[src/rtl/mxint_pkg.sv]
// Shared definitions for the MXINT block encoder: default geometry,
// encoder state encoding and a width helper for counters/positions.
package mxint_pkg;

  localparam int BLK_DEF   = 8;
  localparam int IN_W_DEF  = 16;
  localparam int MAN_W_DEF = 8;
  localparam int SE_W_DEF  = 5;

  typedef enum logic [1:0] {
    ST_IDLE = 2'd0,
    ST_FILL = 2'd1,
    ST_EXP  = 2'd2,
    ST_EMIT = 2'd3
  } enc_state_t;

  // Bits needed to index n items; never less than one bit.
  function automatic int clog2_min1(input int n);
    int r;
    r = 0;
    for (int i = 0; i < 32; i++) begin
      if ((1 << r) < n) r = r + 1;
    end
    return (r < 1) ? 1 : r;
  endfunction

endpackage

[src/rtl/mxint_lod.sv]
// Combinational leading-one detector: reports the index of the most
// significant set bit of VEC, and ZERO when no bit is set (POS is 0 then).
module mxint_lod
  import mxint_pkg::*;
#(
  parameter int W     = 17,
  parameter int POS_W = clog2_min1(W)
) (
  input  logic [W-1:0]     VEC,
  output logic [POS_W-1:0] POS,
  output logic             ZERO
);

  // Scan upward so the highest set bit wins.
  always_comb begin
    POS = '0;
    for (int i = 0; i < W; i++) begin
      if (VEC[i]) POS = POS_W'(i);
    end
  end

  assign ZERO = (VEC == '0);

endmodule

[src/rtl/mxint_block_encoder.sv]
// MXINT block encoder: collects BLK signed fixed-point samples, finds one
// shared shift per block from the OR of the sample magnitudes, then emits
// MAN_W-bit mantissas together with that shift.
// Optional build macro MXENC_ROUND_EN: round-half-up with saturation
// instead of plain truncation toward -inf.
module mxint_block_encoder
  import mxint_pkg::*;
#(
  parameter int BLK   = BLK_DEF,
  parameter int IN_W  = IN_W_DEF,
  parameter int MAN_W = MAN_W_DEF,
  parameter int SE_W  = SE_W_DEF
) (
  input  logic             CLK,
  input  logic             RSTN,
  input  logic             IN_VALID,
  output logic             IN_READY,
  input  logic [IN_W-1:0]  IN_DATA,
  output logic             OUT_VALID,
  input  logic             OUT_READY,
  output logic [MAN_W-1:0] OUT_MAN,
  output logic [SE_W-1:0]  OUT_SE,
  output logic             OUT_LAST
);

  localparam int CW      = clog2_min1(BLK);
  localparam int MW      = IN_W + 1;
  localparam int PW      = clog2_min1(MW);
  localparam int SE_MAX  = (1 << SE_W) - 1;
  localparam int MAN_MAX = (1 << (MAN_W - 1)) - 1;
  localparam int MAN_MIN = -(1 << (MAN_W - 1));

  enc_state_t              state_reg, state_next;
  logic [CW-1:0]           cnt_reg;
  logic [IN_W:0]           mag_or_reg;
  logic [SE_W-1:0]         se_reg;
  logic [MAN_W-1:0]        out_man_reg;
  logic                    out_valid_reg;
  logic                    out_last_reg;
  logic signed [IN_W-1:0]  blk_mem [BLK];

  logic                    in_fire, out_fire, last_cnt;
  logic signed [IN_W:0]    in_ext;
  logic [IN_W:0]           in_mag;
  logic [PW-1:0]           lod_pos;
  logic                    lod_zero;
  int                      shift_amt;
  logic [SE_W-1:0]         se_new;

  assign in_fire  = IN_VALID && (state_reg == ST_FILL);
  assign out_fire = out_valid_reg && OUT_READY;
  assign last_cnt = (cnt_reg == CW'(BLK - 1));

  // One extra bit so the most negative sample has a representable magnitude.
  assign in_ext = {IN_DATA[IN_W-1], IN_DATA};
  assign in_mag = in_ext[IN_W] ? $unsigned(-in_ext) : $unsigned(in_ext);

  mxint_lod #(.W(MW), .POS_W(PW)) u_lod (
    .VEC  (mag_or_reg),
    .POS  (lod_pos),
    .ZERO (lod_zero)
  );

  // Shared shift: keep the leading one just below the mantissa sign bit.
  always_comb begin
    shift_amt = 0;
    if (!lod_zero && (int'(lod_pos) > MAN_W - 2)) shift_amt = int'(lod_pos) - (MAN_W - 2);
    if (shift_amt > SE_MAX) shift_amt = SE_MAX;
  end
  assign se_new = SE_W'(shift_amt);

  // Sample to mantissa conversion for a given shared shift.
  function automatic logic [MAN_W-1:0] encode(input logic signed [IN_W-1:0] v,
                                              input logic [SE_W-1:0] sh);
`ifdef MXENC_ROUND_EN
    logic signed [IN_W+1:0] wide;
    if (sh == '0) return v[MAN_W-1:0];
    wide = (IN_W+2)'(v);
    wide = (wide + ((IN_W+2)'(1) <<< (sh - 1'b1))) >>> sh;
    if (wide > (IN_W+2)'(MAN_MAX)) return MAN_W'(MAN_MAX);
    if (wide < (IN_W+2)'(MAN_MIN)) return MAN_W'(MAN_MIN);
    return wide[MAN_W-1:0];
`else
    logic signed [IN_W-1:0] t;
    t = v >>> sh;
    return t[MAN_W-1:0];
`endif
  endfunction

  // State register.
  always_ff @(posedge CLK or negedge RSTN) begin
    if (!RSTN) state_reg <= ST_IDLE;
    else       state_reg <= state_next;
  end

  // Next-state decode: fill, one cycle to pick the shift, then emit.
  always_comb begin
    state_next = state_reg;
    case (state_reg)
      ST_IDLE: state_next = ST_FILL;
      ST_FILL: if (in_fire && last_cnt) state_next = ST_EXP;
      ST_EXP:  state_next = ST_EMIT;
      ST_EMIT: if (out_fire && last_cnt) state_next = ST_FILL;
      default: state_next = ST_IDLE;
    endcase
  end

  // Block buffer write; contents need no reset since they are always refilled.
  always_ff @(posedge CLK) begin
    if (in_fire) blk_mem[cnt_reg] <= IN_DATA;
  end

  // Counter, magnitude accumulation and registered output stage.
  always_ff @(posedge CLK or negedge RSTN) begin
    if (!RSTN) begin
      cnt_reg       <= '0;
      mag_or_reg    <= '0;
      se_reg        <= '0;
      out_man_reg   <= '0;
      out_valid_reg <= 1'b0;
      out_last_reg  <= 1'b0;
    end else begin
      case (state_reg)
        ST_FILL: begin
          if (in_fire) begin
            mag_or_reg <= mag_or_reg | in_mag;
            cnt_reg    <= last_cnt ? '0 : cnt_reg + CW'(1);
          end
        end
        ST_EXP: begin
          // Preload element 0 so the first mantissa is valid on entry to emit.
          se_reg        <= se_new;
          out_man_reg   <= encode(blk_mem[0], se_new);
          out_valid_reg <= 1'b1;
          out_last_reg  <= 1'b0;
        end
        ST_EMIT: begin
          if (out_fire) begin
            if (last_cnt) begin
              out_valid_reg <= 1'b0;
              out_last_reg  <= 1'b0;
              cnt_reg       <= '0;
              mag_or_reg    <= '0;
            end else begin
              cnt_reg      <= cnt_reg + CW'(1);
              out_man_reg  <= encode(blk_mem[cnt_reg + CW'(1)], se_reg);
              out_last_reg <= ((cnt_reg + CW'(1)) == CW'(BLK - 1));
            end
          end
        end
        default: ;
      endcase
    end
  end

  assign IN_READY  = (state_reg == ST_FILL);
  assign OUT_VALID = out_valid_reg;
  assign OUT_MAN   = out_man_reg;
  assign OUT_SE    = se_reg;
  assign OUT_LAST  = out_last_reg;

endmodule

[config.mk]
export PLATFORM = sky130hd
export DESIGN_NAME = mxint_block_encoder
export DESIGN_NICKNAME = d
export VERILOG_FILES = /design/src/rtl/mxint_pkg.sv /design/src/rtl/mxint_lod.sv /design/src/rtl/mxint_block_encoder.sv
export SDC_FILE = /design/constraint.sdc
export NUM_CORES = 1
export LEC_CHECK = 0
export ABC_AREA = 0
export BUFFER_PORTS_ARGS = -buffer_cell sky130_fd_sc_hd__buf_2
export CORE_AREA = 2 2 129 131
export CTS_CLUSTER_DIAMETER = 50
export CTS_CLUSTER_SIZE = 20
export DETAILED_ROUTE_END_ITERATION = 12
export DIE_AREA = 0 0 131 133
export GPL_ROUTABILITY_DRIVEN = 1
export PLACE_DENSITY = 0.72
export SETUP_SLACK_MARGIN = 0.5
export SYNTH_ARGS = -nofsm -noshare
export SYNTH_HDL_FRONTEND = slang
export SYNTH_HIERARCHICAL = 1
export SYNTH_SLANG_ARGS = --single-unit
[constraint.sdc]
create_clock -name CLK -period 3.79 [get_ports CLK]
set_input_delay 0.5685 -clock CLK [delete_from_list [all_inputs] [get_ports CLK]]
set_output_delay 0.5685 -clock CLK [all_outputs]
set_load 0.02 [all_outputs]
# Word level (Yosys, flattened, before mapping)
# Memories as Yosys holds them, arrays and structs flattened.
# Cells that the tools add are included.
# W data, S select, Z words.
# totals
regBits,37
ram_bits,128
inputBits,20
elab_cells,84
n_memories,1
# classes
addsub,3
magnitude_cmp,2
n_eq_ne,11
n_shift,2
mux,41
n_bitwise,1
reduce_logical,16
# memory_table
memory,words,width,rd,rd_clocked_by_memory_dff,write_ports,line,text
blk_mem,8,16,2,0,1,mxint_block_encoder.sv:40,logic signed [IN_W-1:0] blk_mem [BLK];
# ops
cell,n
$mux W17,4
$pmux W17 S2,1
$gt A32 B6 Y1 const B,1
$mux W32,1
$mux W4,8
$sshr A16 B5 Y8,2
$mux W3,7
$logic_not A17 Y1,1
$neg A16 Y17,1
$or A17 B17 Y17,1
$mux W8,2
$pmux W8 S2,1
$mux W5,2
$reduce_and A3 Y1,3
$mux W2,4
$ne A2 B2 Y1 const B,4
$pmux W2 S4,1
$mux W1,7
$eq A3 B3 Y1 const B,2
$pmux W3 S2,1
$sub A5 B3 Y6 const B,1
$gt A5 B3 Y1 const B,1
$logic_and A1 B1 Y1,5
$eq A2 B2 Y1 const B,2
other kinds (9),13

# Logic depth before layout (Yosys ltp)
# Gate-level depths: netlist of the first run.
# depth
ltp_word,23
depth_mapped,15

# Modules after synthesis
# The synthesis of the first run kept the hierarchy.
# by_module_without_submodules
mod,instances,cells_each,area_each_um2
mxint_block_encoder,1,629,8496.9
mxint_lod,1,33,201.4

# Worst setup path before layout of the first run
# Ideal clock, no wire load.
# synth_path
kind,flip-flop to flip-flop
start,register cnt_reg[0]
end,register out_man_reg[4] (netlist: OUT_MAN[4])
arrival_time_ns,3.102
t_required_ns,3.680
path_slack_ns,0.578
path_stages_with_launch,15
n_path_buf,5
synth_period_minus_slack_ns,3.212
path_cell_list,dfrtp_1 buf_6 buf_12 buf_2 inv_1 ha_1 buf_6 buf_6 mux2i_1 a22oi_2 o21ai_1 mux4_2 a2111oi_2 a211oi_1 o41ai_1
# synth_between
elab_chain_cells,6
elab_cells_between_ends,9
cone_classes,add/sub (1); eq/ne (2); shift (1); mux (3); reduce/logical (1); memory (1)
# synth_rtl
element,line,text
start: declaration,mxint_block_encoder.sv:34,logic [CW-1:0] cnt_reg;
start signal: assignment,mxint_block_encoder.sv:127,cnt_reg <= last_cnt ? '0 : cnt_reg + CW'(1);
start signal: assignment,mxint_block_encoder.sv:145,cnt_reg <= cnt_reg + CW'(1);
$add A3 B1 Y3,mxint_block_encoder.sv:146,"out_man_reg <= encode(blk_mem[cnt_reg + CW'(1)], se_reg);"
$mem_v2 Z8 W16,n/a,
$sshr A16 B5 Y8,mxint_block_encoder.sv:85,t = v >>> sh;
$mux W8,mxint_block_encoder.sv:139,if (last_cnt) begin
$mux W8,mxint_block_encoder.sv:138,if (out_fire) begin
$pmux W8 S2,mxint_block_encoder.sv:123,case (state_reg)
end signal: assignment,mxint_block_encoder.sv:133,"out_man_reg <= encode(blk_mem[0], se_new);"
end signal: assignment,mxint_block_encoder.sv:146,
end: declaration,mxint_block_encoder.sv:37,logic [MAN_W-1:0] out_man_reg;
# Several ways; a longest one is shown, not always the timed one. The select of a mux whose other input is x is not followed.
# A chain may end at the register's enable or synchronous reset.

# Worst setup path after layout of the first run
# layout_path
start,register cnt_reg[1]
end,register out_man_reg[1] (netlist: OUT_MAN[1])
# Same word-level chain as after synthesis.

==> results of run 1 <==
==> repair_timing <==
item / in CTS / in global routing
endpoints found under the hold margin: 0 / 0
pin swaps: 1 / 2
gates resized for setup: 6 / 21
buffers inserted: 4 / 6
endpoints found under the setup margin: 8 / 8
==> layer usage <==
metal	up-vias	GRT usage	routed length, um
li1	2682	-	-
met1	3020	0.368	9080
met2	246	0.404	10500
met3	44	0.0594	1440
met4	0	0.0999	613
met5	-	0	0
==> through the flow <==
step                      utilization  std cells
after floorplan                     -        662
after global placement          0.559        901
after detailed placement        0.559        901
after CTS                       0.599        937
after global routing            0.608        943
final                           0.608        943
==> worst paths after layout <==
kind                                        start  cells past startpoint                        end  slack [ns]
min in group CLK                        OUT_READY                      4      OUT_VALID$_DFFE_PN0P_        0.45
max reg2reg                cnt_reg[1]$_DFFE_PN0P_                      9     OUT_MAN[1]$_DFFE_PN0P_        0.60
min reg2reg                OUT_MAN[4]$_DFFE_PN0P_                      2     OUT_MAN[4]$_DFFE_PN0P_        0.51
max in group asynchronous                    RSTN                      1  mag_or_reg[3]$_DFFE_PN0P_        2.99
min                                          RSTN                      1     OUT_MAN[2]$_DFFE_PN0P_        0.25
max                        cnt_reg[1]$_DFFE_PN0P_                      9     OUT_MAN[1]$_DFFE_PN0P_        0.60
==> layout by cell type, fill, tap and decap left out, types with 5 or more instances in the layout <==
cell type / synthesis / final
sky130_fd_sc_hd__mux4_1: 10 / 10
sky130_fd_sc_hd__xnor2_1: 11 / 11
sky130_fd_sc_hd__ha_1: 9 / 7
sky130_fd_sc_hd__inv_1: 14 / 14
sky130_fd_sc_hd__mux2_2: 20 / 20
sky130_fd_sc_hd__mux4_2: 26 / 26
sky130_fd_sc_hd__mux2i_1: 34 / 32
sky130_fd_sc_hd__nor3_1: 11 / 9
sky130_fd_sc_hd__o22ai_1: 8 / 8
sky130_fd_sc_hd__dfrtp_1: 37 / 37
sky130_fd_sc_hd__nor2b_1: 10 / 10
sky130_fd_sc_hd__nand2_1: 45 / 45
sky130_fd_sc_hd__edfxtp_1: 128 / 128
sky130_fd_sc_hd__buf_2: 4 / 35
sky130_fd_sc_hd__nor2_1: 62 / 59
sky130_fd_sc_hd__buf_4: 1 / 29
sky130_fd_sc_hd__nand2b_1: 6 / 6
sky130_fd_sc_hd__clkbuf_16: 0 / 17
sky130_fd_sc_hd__a22oi_1: 8 / 8
sky130_fd_sc_hd__a31oi_1: 5 / 5
sky130_fd_sc_hd__nand3_1: 13 / 13
sky130_fd_sc_hd__a21oi_1: 33 / 31
sky130_fd_sc_hd__inv_6: 0 / 5
sky130_fd_sc_hd__o21ai_0: 35 / 35
==> kinds of logic after synthesis <==
| logic type | Yosys count |
|---|---|
| AND/OR/NAND/NOR | 183 |
| XOR/XNOR | 13 |
| multiplexers | 92 |
| flip-flops | 165 |
| AO/OA/AOI/OAI | 147 |
| buffers and inverters | 53 |
| adder cells (fa/ha/maj) | 9 |
==> layout make-up <==
class | count | area (sq um)
inverter | 16 | 60.1
multi-input combinational | 444 | 3710
clock buffer | 17 | 425
clock inverter | 15 | 170
tap | 220 | 275
timing repair buffer | 66 | 424
sequential | 165 | 4770
fill | 1251 | 6330
==> worst register-to-register path, stage by stage (launching register included) <==
cell	delay, ns
sky130_fd_sc_hd__dfrtp_1	0.45
sky130_fd_sc_hd__ha_1	0.24
sky130_fd_sc_hd__ha_4	0.36
sky130_fd_sc_hd__buf_4	0.20
sky130_fd_sc_hd__mux4_1	0.61
sky130_fd_sc_hd__nor2_2	0.15
sky130_fd_sc_hd__nor2_1	0.07
sky130_fd_sc_hd__mux4_2	0.52
sky130_fd_sc_hd__a2111oi_4	0.38
sky130_fd_sc_hd__a2111oi_1	0.09
==> where the power goes <==
group          internal [mW]  switching, mW  total [mW]
Clock                  0.985          0.734        1.72
Sequential              2.24          0.296        2.54
Combinational           2.05           2.50        4.55
Total                   5.27           3.53        8.81
==> impl_table.tex, run 1 <==
\begin{tabular}{lr}
\hline
Metric & Value \\
\hline
\multicolumn{2}{l}{\textbf{Run status}} \\
Status & complete, no violations \\
\multicolumn{2}{l}{\textbf{Placement}} \\
Routability-driven placement congestion ratio & 0.889 \\
Port-buffer cells & 35 \\
Post-placement cell area & 0.00904 sq mm \\
HPWL reported at the end of detailed placement & 15.4 mm \\
Worst-case setup slack after placement & 0.186 ns \\
\multicolumn{2}{l}{\textbf{Job}} \\
Maxcap violations & 0 \\
\multicolumn{2}{l}{\textbf{Logic synthesis}} \\
Adder-cell share of the synthesized area & 0.0129 \\
Syn\_area\_per\_cell & 13.1 sq um \\
Ys flop type & sky130\_fd\_sc\_hd\_\_edfxtp\_1 \\
Synth cell count leaders & 128 x sky130\_fd\_sc\_hd\_\_edfxtp\_1, 62 x sky130\_fd\_sc\_hd\_\_nor2\_1, 45 x sky130\_fd\_sc\_hd\_\_nand2\_1, 37 x sky130\_fd\_sc\_hd\_\_dfrtp\_1, 35 x sky130\_fd\_sc\_hd\_\_o21ai\_0 \\
Yosys warnings & 6 \\
Mapped Cells & 662 \\
Cell type with the highest aggregate area in the netlist & sky130\_fd\_sc\_hd\_\_edfxtp\_1 \\
Top post-synthesis cells by area & sky130\_fd\_sc\_hd\_\_edfxtp\_1 44\%, sky130\_fd\_sc\_hd\_\_dfrtp\_1 11\%, sky130\_fd\_sc\_hd\_\_mux4\_2 6.7\%, sky130\_fd\_sc\_hd\_\_mux2i\_1 3.9\%, sky130\_fd\_sc\_hd\_\_mux4\_1 3.0\% \\
EDFF count, synth & 128 \\
Simple-gate share of the synthesized area & 0.105 \\
Most frequently used cell type in the post-synthesis netlist & sky130\_fd\_sc\_hd\_\_edfxtp\_1 \\
Area of the mapped netlist & 0.00870 sq mm \\
Sequential area share after synthesis & 0.548 \\
Synth top area share & 0.442 \\
Count of state elements after synthesis & 165 \\
Synthesized net count & 691 \\
Portion of netlist area occupied by mux cells & 0.165 \\
Synth cell types & 81 \\
Dominant combinational cell family by area after synthesis & multiplexers \\
Post-synthesis async set-or-reset flop share & 0.224 \\
Complex-gate fraction of the synthesized area & 0.115 \\
Post-synthesis xor/xnor area fraction & 0.0131 \\
\multicolumn{2}{l}{\textbf{CTS}} \\
\# clock sinks & 165 \\
TritonCTS clock tree & done \\
Number of buffers on the longest clock path & 2 \\
Post-CTS Hold Buffers & 0 \\
CTS H-Tree Depth & 4 \\
Master cell of the clock root buffer & sky130\_fd\_sc\_hd\_\_clkbuf\_16 \\
Clk\_lat worst skew & 0.43 ns \\
TritonCTS Buffers & 17 \\
Clock transition time at the flip-flop clock pins of the worst setup and hold paths & 0.07 ns \\
\multicolumn{2}{l}{\textbf{STA}} \\
Setup TNS & 0 ns \\
Highest attainable clock frequency & 0.313 GHz \\
Setup-failing EPs final & 0 \\
Post-route worst setup slack & 0.597 ns \\
Final count of hold timing violations & 0 \\
Worst setup skew after layout & 0.00770 ns \\
Worst hold margin & 0.252 ns \\
Final critical-path required period & 3.19 ns \\
Worst rel slew slack & 0.423 \\
Transition time at the pin with the least slew margin & 0.865 ns \\
Tcrit/Tclk final & 0.843 \\
Count of pins over their slew limit & 0 \\
RSZ-0062 raised after global routing & true \\
\multicolumn{2}{l}{\textbf{Finish}} \\
\# nets final & 739 \\
Layout cell share with drive strength beyond 1 & 0.254 \\
Largest register FFs & 128 \\
Antenna cell count & 0 \\
Final Instance Area & 0.00984 sq mm \\
Area Overhead vs Synth & 13.1\% \\
\multicolumn{2}{l}{\textbf{Floorplan}} \\
Vertical die dimension & 133 um \\
I/O pin count & 36 \\
Area of the placeable core & 0.0162 sq mm \\
Row count & 47 \\
Die Span X & 131 um \\
Total die area & 0.0174 sq mm \\
Initial cell density of the core & 0.538 \\
\multicolumn{2}{l}{\textbf{Drt}} \\
Number of nets with antenna violations after routing & 0 \\
Total Routed Length & 21.7 mm \\
Via-per-instance ratio & 6.35 \\
Number of design rule violations left after detail routing & 0 \\
Routed wire per std cell & 23.0 um \\
Initial DRC Count & 636 \\
Total number of vias & 5992 \\
TritonRoute pass-1 iters & 5 \\
\multicolumn{2}{l}{\textbf{Critical path}} \\
Endpoint type of the worst setup path & flop \\
Arrival time reported for the critical path endpoint & 3.49 ns \\
Largest delay share family, worst path & multiplexers \\
Critical path buffers and inverters & 1 \\
Worst path slowest cell & sky130\_fd\_sc\_hd\_\_mux4\_1 \\
Crit Path Category & reg2reg \\
Required time of the critical path & 4.08 ns \\
Startpoint class of the critical path & flop \\
Series of cell instances along the critical path & ha\_1, ha\_4, buf\_4, mux4\_1, nor2\_2, nor2\_1, mux4\_2, a2111oi\_4, a2111oi\_1 \\
Max incr delay on CP & 0.60 ns \\
Max Fanout on Critical Path & 10 \\
\multicolumn{2}{l}{\textbf{Power}} \\
Peak supply drop & 0.000454 V \\
Total leakage power & 3.49 nW \\
Post-layout total power & 8.81 mW \\
Power density of the placed cells & 895 mW/mm\^{}2 \\
\multicolumn{2}{l}{\textbf{Global routing}} \\
Number of global-route vias before repair & 5895 \\
Number of antenna violations at the first check in global routing & 0 \\
Leftover overflow at the end of global routing & 0 \\
Total global-route track usage & 0.263 \\
Wire length of the first global-routing pass & 33.7 mm \\
Pin count of the biggest net entering global routing & 38 \\
\multicolumn{2}{l}{\textbf{Hold path}} \\
Path class of the lowest-slack min-delay path & in2async \\
\hline
\end{tabular}
No activity file was read; power rests on OpenSTA's default activity.
==> inputs of run 2 (changes only) <==
ABC_AREA = 1   (was 0)
CORE_AREA = 2 2 132 134   (was 2 2 129 131)
DIE_AREA = 0 0 134 136   (was 0 0 131 133)
PLACE_DENSITY = 0.71   (was 0.72)
clock period = 3.1 ns   (was 3.79 ns; I/O delays follow)
==> run 2 against run 1 <==
Against the previous run:
- count of clock-buffer cells in the layout is the same
- maximum frequency grew 21%
- critical path depth grew 20
- global-route usage shrank 0.14 points
- worst hold slack lost 0.11 ns
- first-iteration DRC count grew 16%
- sequential power grew 13%
- routed wire length grew 5.0%
- clock skew grew 0.0054 ns
- synthesized cell count grew 65%
- clock power grew 23%
- largest power group unchanged
==> impl_table.tex, run 2 <==
\begin{tabular}{lr}
\hline
Metric & Value \\
\hline
\multicolumn{2}{l}{\textbf{STA}} \\
Setup TNS & 0 ns (unchanged) \\
RSZ-0062 raised after global routing & true (unchanged) \\
Transition time at the pin with the least slew margin & 0.879 ns (was 0.865 ns) \\
Tcrit/Tclk final & 0.849 (was 0.843) \\
Count of pins over their slew limit & 0 (unchanged) \\
Worst hold margin & 0.143 ns (was 0.252 ns) \\
Final critical-path required period & 2.63 ns (was 3.19 ns) \\
Final count of hold timing violations & 0 (unchanged) \\
Setup-failing EPs final & 0 (unchanged) \\
Worst rel slew slack & 0.414 (was 0.423) \\
Highest attainable clock frequency & 0.380 GHz (was 0.313 GHz) \\
Worst setup skew after layout & 0.0131 ns (was 0.00770 ns) \\
\multicolumn{2}{l}{\textbf{Finish}} \\
\# nets final & 1170 (was 739) \\
Largest register FFs & 128 (unchanged) \\
Highest-count cells in the layout ignoring fill and taps & 332 x sky130\_fd\_sc\_hd\_\_nand2\_1, 175 x sky130\_fd\_sc\_hd\_\_nand3\_1, 140 x sky130\_fd\_sc\_hd\_\_inv\_1, 128 x sky130\_fd\_sc\_hd\_\_edfxtp\_1, 75 x sky130\_fd\_sc\_hd\_\_nor2\_1 (was 128 x sky130\_fd\_sc\_hd\_\_edfxtp\_1, 59 x sky130\_fd\_sc\_hd\_\_nor2\_1, 45 x sky130\_fd\_sc\_hd\_\_nand2\_1, 37 x sky130\_fd\_sc\_hd\_\_dfrtp\_1) \\
Area Overhead vs Synth & 13.0\% (was 13.1\%) \\
Antenna cell count & 0 (unchanged) \\
Layout cell share with drive strength beyond 1 & 0.133 (was 0.254) \\
Most common cell after layout, fill and taps aside & sky130\_fd\_sc\_hd\_\_nand2\_1 (was sky130\_fd\_sc\_hd\_\_edfxtp\_1) \\
\multicolumn{2}{l}{\textbf{Critical path}} \\
Max incr delay on CP & 0.39 ns (was 0.60 ns) \\
Levels on crit path & 29 (was 9) \\
Reg-to-Reg Start & mag\_or\_reg[2]\$\_DFFE\_PN0P\_ (was cnt\_reg[1]\$\_DFFE\_PN0P\_) \\
Critical path buffers and inverters & 4 (was 1) \\
Max Fanout on Critical Path & 7 (was 10) \\
Required time of the critical path & 3.43 ns (was 4.08 ns) \\
Crit Path Category & reg2reg (unchanged) \\
Depth of the most critical reg-to-reg path & 29 (was 9) \\
Worst path slowest cell & sky130\_fd\_sc\_hd\_\_dfrtp\_1 (was sky130\_fd\_sc\_hd\_\_mux4\_1) \\
Arrival time reported for the critical path endpoint & 2.96 ns (was 3.49 ns) \\
Endpoint type of the worst setup path & flop (unchanged) \\
Largest delay share family, worst path & simple AND/OR/NAND/NOR gates (was multiplexers) \\
Startpoint of the worst setup timing path & mag\_or\_reg[2]\$\_DFFE\_PN0P\_ (was cnt\_reg[1]\$\_DFFE\_PN0P\_) \\
Most prevalent standard cell on the critical path & sky130\_fd\_sc\_hd\_\_nand2\_1 \\
Startpoint class of the critical path & flop (unchanged) \\
\multicolumn{2}{l}{\textbf{Run status}} \\
Status & complete, no violations (unchanged) \\
\multicolumn{2}{l}{\textbf{Job}} \\
Maxcap violations & 0 (unchanged) \\
\multicolumn{2}{l}{\textbf{Drt}} \\
Via-per-instance ratio & 5.34 (was 6.35) \\
Number of design rule violations left after detail routing & 0 (unchanged) \\
TritonRoute pass-1 iters & 5 (unchanged) \\
Total number of vias & 7361 (was 5992) \\
Total Routed Length & 22.8 mm (was 21.7 mm) \\
Initial DRC Count & 738 (was 636) \\
Number of nets with antenna violations after routing & 0 (unchanged) \\
Routed wire per std cell & 16.5 um (was 23.0 um) \\
\multicolumn{2}{l}{\textbf{CTS}} \\
TritonCTS clock tree & done (unchanged) \\
CTS H-Tree Depth & 4 (unchanged) \\
Post-CTS Hold Buffers & 0 (unchanged) \\
Clk\_lat worst skew & 0.44 ns (was 0.43 ns) \\
TritonCTS Buffers & 17 (unchanged) \\
\# clock sinks & 165 (unchanged) \\
Clock transition time at the flip-flop clock pins of the worst setup and hold paths & 0.07 ns (about the same) \\
Master cell of the clock root buffer & sky130\_fd\_sc\_hd\_\_clkbuf\_16 (unchanged) \\
Number of buffers on the longest clock path & 2 (unchanged) \\
\multicolumn{2}{l}{\textbf{Placement}} \\
HPWL reported at the end of detailed placement & 15.5 mm (was 15.4 mm) \\
Routability-driven placement congestion ratio & 0.889 (about the same) \\
Port-buffer cells & 35 (unchanged) \\
\multicolumn{2}{l}{\textbf{Power}} \\
Peak supply drop & 0.000556 V (was 0.000454 V) \\
Power density of the placed cells & 966 mW/mm\^{}2 (was 895 mW/mm\^{}2) \\
Total leakage power & 4.67 nW (was 3.49 nW) \\
\multicolumn{2}{l}{\textbf{Logic synthesis}} \\
Synthesized net count & 1120 (was 691) \\
Synth cell types & 38 (was 81) \\
Syn\_area\_per\_cell & 8.27 sq um (was 13.1 sq um) \\
Top post-synthesis cells by area & sky130\_fd\_sc\_hd\_\_edfxtp\_1 43\%, sky130\_fd\_sc\_hd\_\_nand2\_1 14\%, sky130\_fd\_sc\_hd\_\_dfrtp\_1 10\%, sky130\_fd\_sc\_hd\_\_nand3\_1 10\%, sky130\_fd\_sc\_hd\_\_inv\_1 5.9\% (was sky130\_fd\_sc\_hd\_\_edfxtp\_1 44\%, sky130\_fd\_sc\_hd\_\_dfrtp\_1 11\%, sky130\_fd\_sc\_hd\_\_mux4\_2 6.7\%, sky130\_fd\_sc\_hd\_\_mux2i\_1 3.9\%, sky130\_fd\_sc\_hd\_\_mux4\_1 3.0\%) \\
Synth cell count leaders & 334 x sky130\_fd\_sc\_hd\_\_nand2\_1, 181 x sky130\_fd\_sc\_hd\_\_nand3\_1, 142 x sky130\_fd\_sc\_hd\_\_inv\_1, 128 x sky130\_fd\_sc\_hd\_\_edfxtp\_1, 76 x sky130\_fd\_sc\_hd\_\_nor2\_1 (was 128 x sky130\_fd\_sc\_hd\_\_edfxtp\_1, 62 x sky130\_fd\_sc\_hd\_\_nor2\_1, 45 x sky130\_fd\_sc\_hd\_\_nand2\_1, 37 x sky130\_fd\_sc\_hd\_\_dfrtp\_1, 35 x sky130\_fd\_sc\_hd\_\_o21ai\_0) \\
Count of state elements after synthesis & 165 (unchanged) \\
Most frequently used cell type in the post-synthesis netlist & sky130\_fd\_sc\_hd\_\_nand2\_1 (was sky130\_fd\_sc\_hd\_\_edfxtp\_1) \\
Synth top area share & 0.426 (was 0.442) \\
Mapped Cells & 1091 (was 662) \\
EDFF count, synth & 128 (unchanged) \\
Area of the mapped netlist & 0.00902 sq mm (was 0.00870 sq mm) \\
Yosys warnings & 6 (unchanged) \\
Post-synthesis async set-or-reset flop share & 0.224 (unchanged) \\
Cell type with the highest aggregate area in the netlist & sky130\_fd\_sc\_hd\_\_edfxtp\_1 (unchanged) \\
Sequential area share after synthesis & 0.529 (was 0.548) \\
Ys flop type & sky130\_fd\_sc\_hd\_\_edfxtp\_1 (unchanged) \\
\multicolumn{2}{l}{\textbf{Global routing}} \\
Pin count of the biggest net entering global routing & 73 (was 38) \\
Leftover overflow at the end of global routing & 0 (unchanged) \\
Number of antenna violations at the first check in global routing & 0 (unchanged) \\
Total global-route track usage & 0.262 (was 0.263) \\
Number of global-route vias before repair & 6656 (was 5895) \\
Wire length of the first global-routing pass & 36.2 mm (was 33.7 mm) \\
\multicolumn{2}{l}{\textbf{Hold path}} \\
Path class of the lowest-slack min-delay path & in2async (unchanged) \\
\multicolumn{2}{l}{\textbf{Floorplan}} \\
Die Span X & 134 um (was 131 um) \\
Vertical die dimension & 136 um (was 133 um) \\
Total die area & 0.0182 sq mm (was 0.0174 sq mm) \\
Area of the placeable core & 0.0169 sq mm (was 0.0162 sq mm) \\
Initial cell density of the core & 0.534 (was 0.538) \\
Row count & 48 (was 47) \\
I/O pin count & 36 (unchanged) \\
\hline
\end{tabular}
==> run 2: cell count changes after synthesis, moves of 11 or more <==
cell / previous run / this run
sky130_fd_sc_hd__buf_2: 4 / 17
sky130_fd_sc_hd__inv_1: 14 / 142
sky130_fd_sc_hd__mux2_2: 20 / 0
sky130_fd_sc_hd__mux2i_1: 34 / 0
sky130_fd_sc_hd__mux4_2: 26 / 0
sky130_fd_sc_hd__nand2_1: 45 / 334
sky130_fd_sc_hd__nand3_1: 13 / 181
sky130_fd_sc_hd__nor2_1: 62 / 76
sky130_fd_sc_hd__xnor2_1: 11 / 0
==> run 2: timing repair <==
| item | CTS | global route |
|---|---|---|
| gates cloned | 2 | 1 |
| pin swaps | 3 | 7 |
| hold endpoints to repair | 0 | 0 |
| gates resized for setup | 6 | 15 |
| buffers inserted | 4 | 5 |
| setup endpoints to repair | 8 | 8 |
==> run 2: area by class of cell <==
type | count | area, sq um
clock buffer | 17 | 425
clock inverter | 15 | 161
fill | 1452 | 6690
inverter | 152 | 589
multi-input combinational | 734 | 3500
sequential | 165 | 4770
tap | 225 | 282
timing repair buffer | 71 | 457
==> run 2: worst reg2reg max path, delay by kind of cell, from the launching register on <==
| family | cells | cell delay, ns |
|---|---|---|
| flops | 1 | 0.39 |
| simple gates | 24 | 1.44 |
| buf+inv | 4 | 0.49 |
| compound gates | 1 | 0.19 |
==> run 2: logic make-up after synthesis <==
kind of cell    after synthesis  synth area share
compound gates               96            0.0619
xor+xnor                      1          0.000971
fa+ha+maj                     9            0.0125
buf+inv                     195            0.0939
flops                       165             0.529
simple gates                625             0.302
==> run 2: path summary, 6_finish.rpt <==
kind                                                 end  slack (ns)
worst max register to register    OUT_MAN[5]$_DFFE_PN0P_        0.47
worst min register to register    OUT_MAN[5]$_DFFE_PN0P_        0.48
max in group asynchronous         cnt_reg[0]$_DFFE_PN0P_        2.35
worst max-delay path              OUT_MAN[5]$_DFFE_PN0P_        0.47
worst min-delay path            state_reg[0]$_DFFE_PN0P_        0.14
min in group CLK                   OUT_VALID$_DFFE_PN0P_        0.32
==> run 2: routing by layer <==
metal	vias up	track usage	routed length [um]
met2	217	0.416	10600
met5	-	0	0
met1	3434	0.364	10500
met4	0	0.0922	517
li1	3676	-	-
met3	34	0.0459	1150
==> run 2: metrics by stage <==
stage | total power, mW | setup slack (ns) | utilization | instances | area, sq um
after global routing | 10.6 | 0.188 | 0.604 | 1379 | 10200
after floorplan | 6.42 | 0.702 | - | 1091 | 9020
final | 9.85 | 0.468 | 0.604 | 1379 | 10200
after detailed placement | 7.61 | 0.405 | 0.557 | 1335 | 9410
after global placement | 7.57 | 0.389 | 0.557 | 1335 | 9410
after CTS | 9.73 | 0.486 | 0.597 | 1373 | 10100
==> run 2: power breakdown <==
part	switching (mW)	internal [mW]	total, mW
sequential	0.169	2.69	2.86
combinational	3.35	1.52	4.88
clock	0.968	1.14	2.11
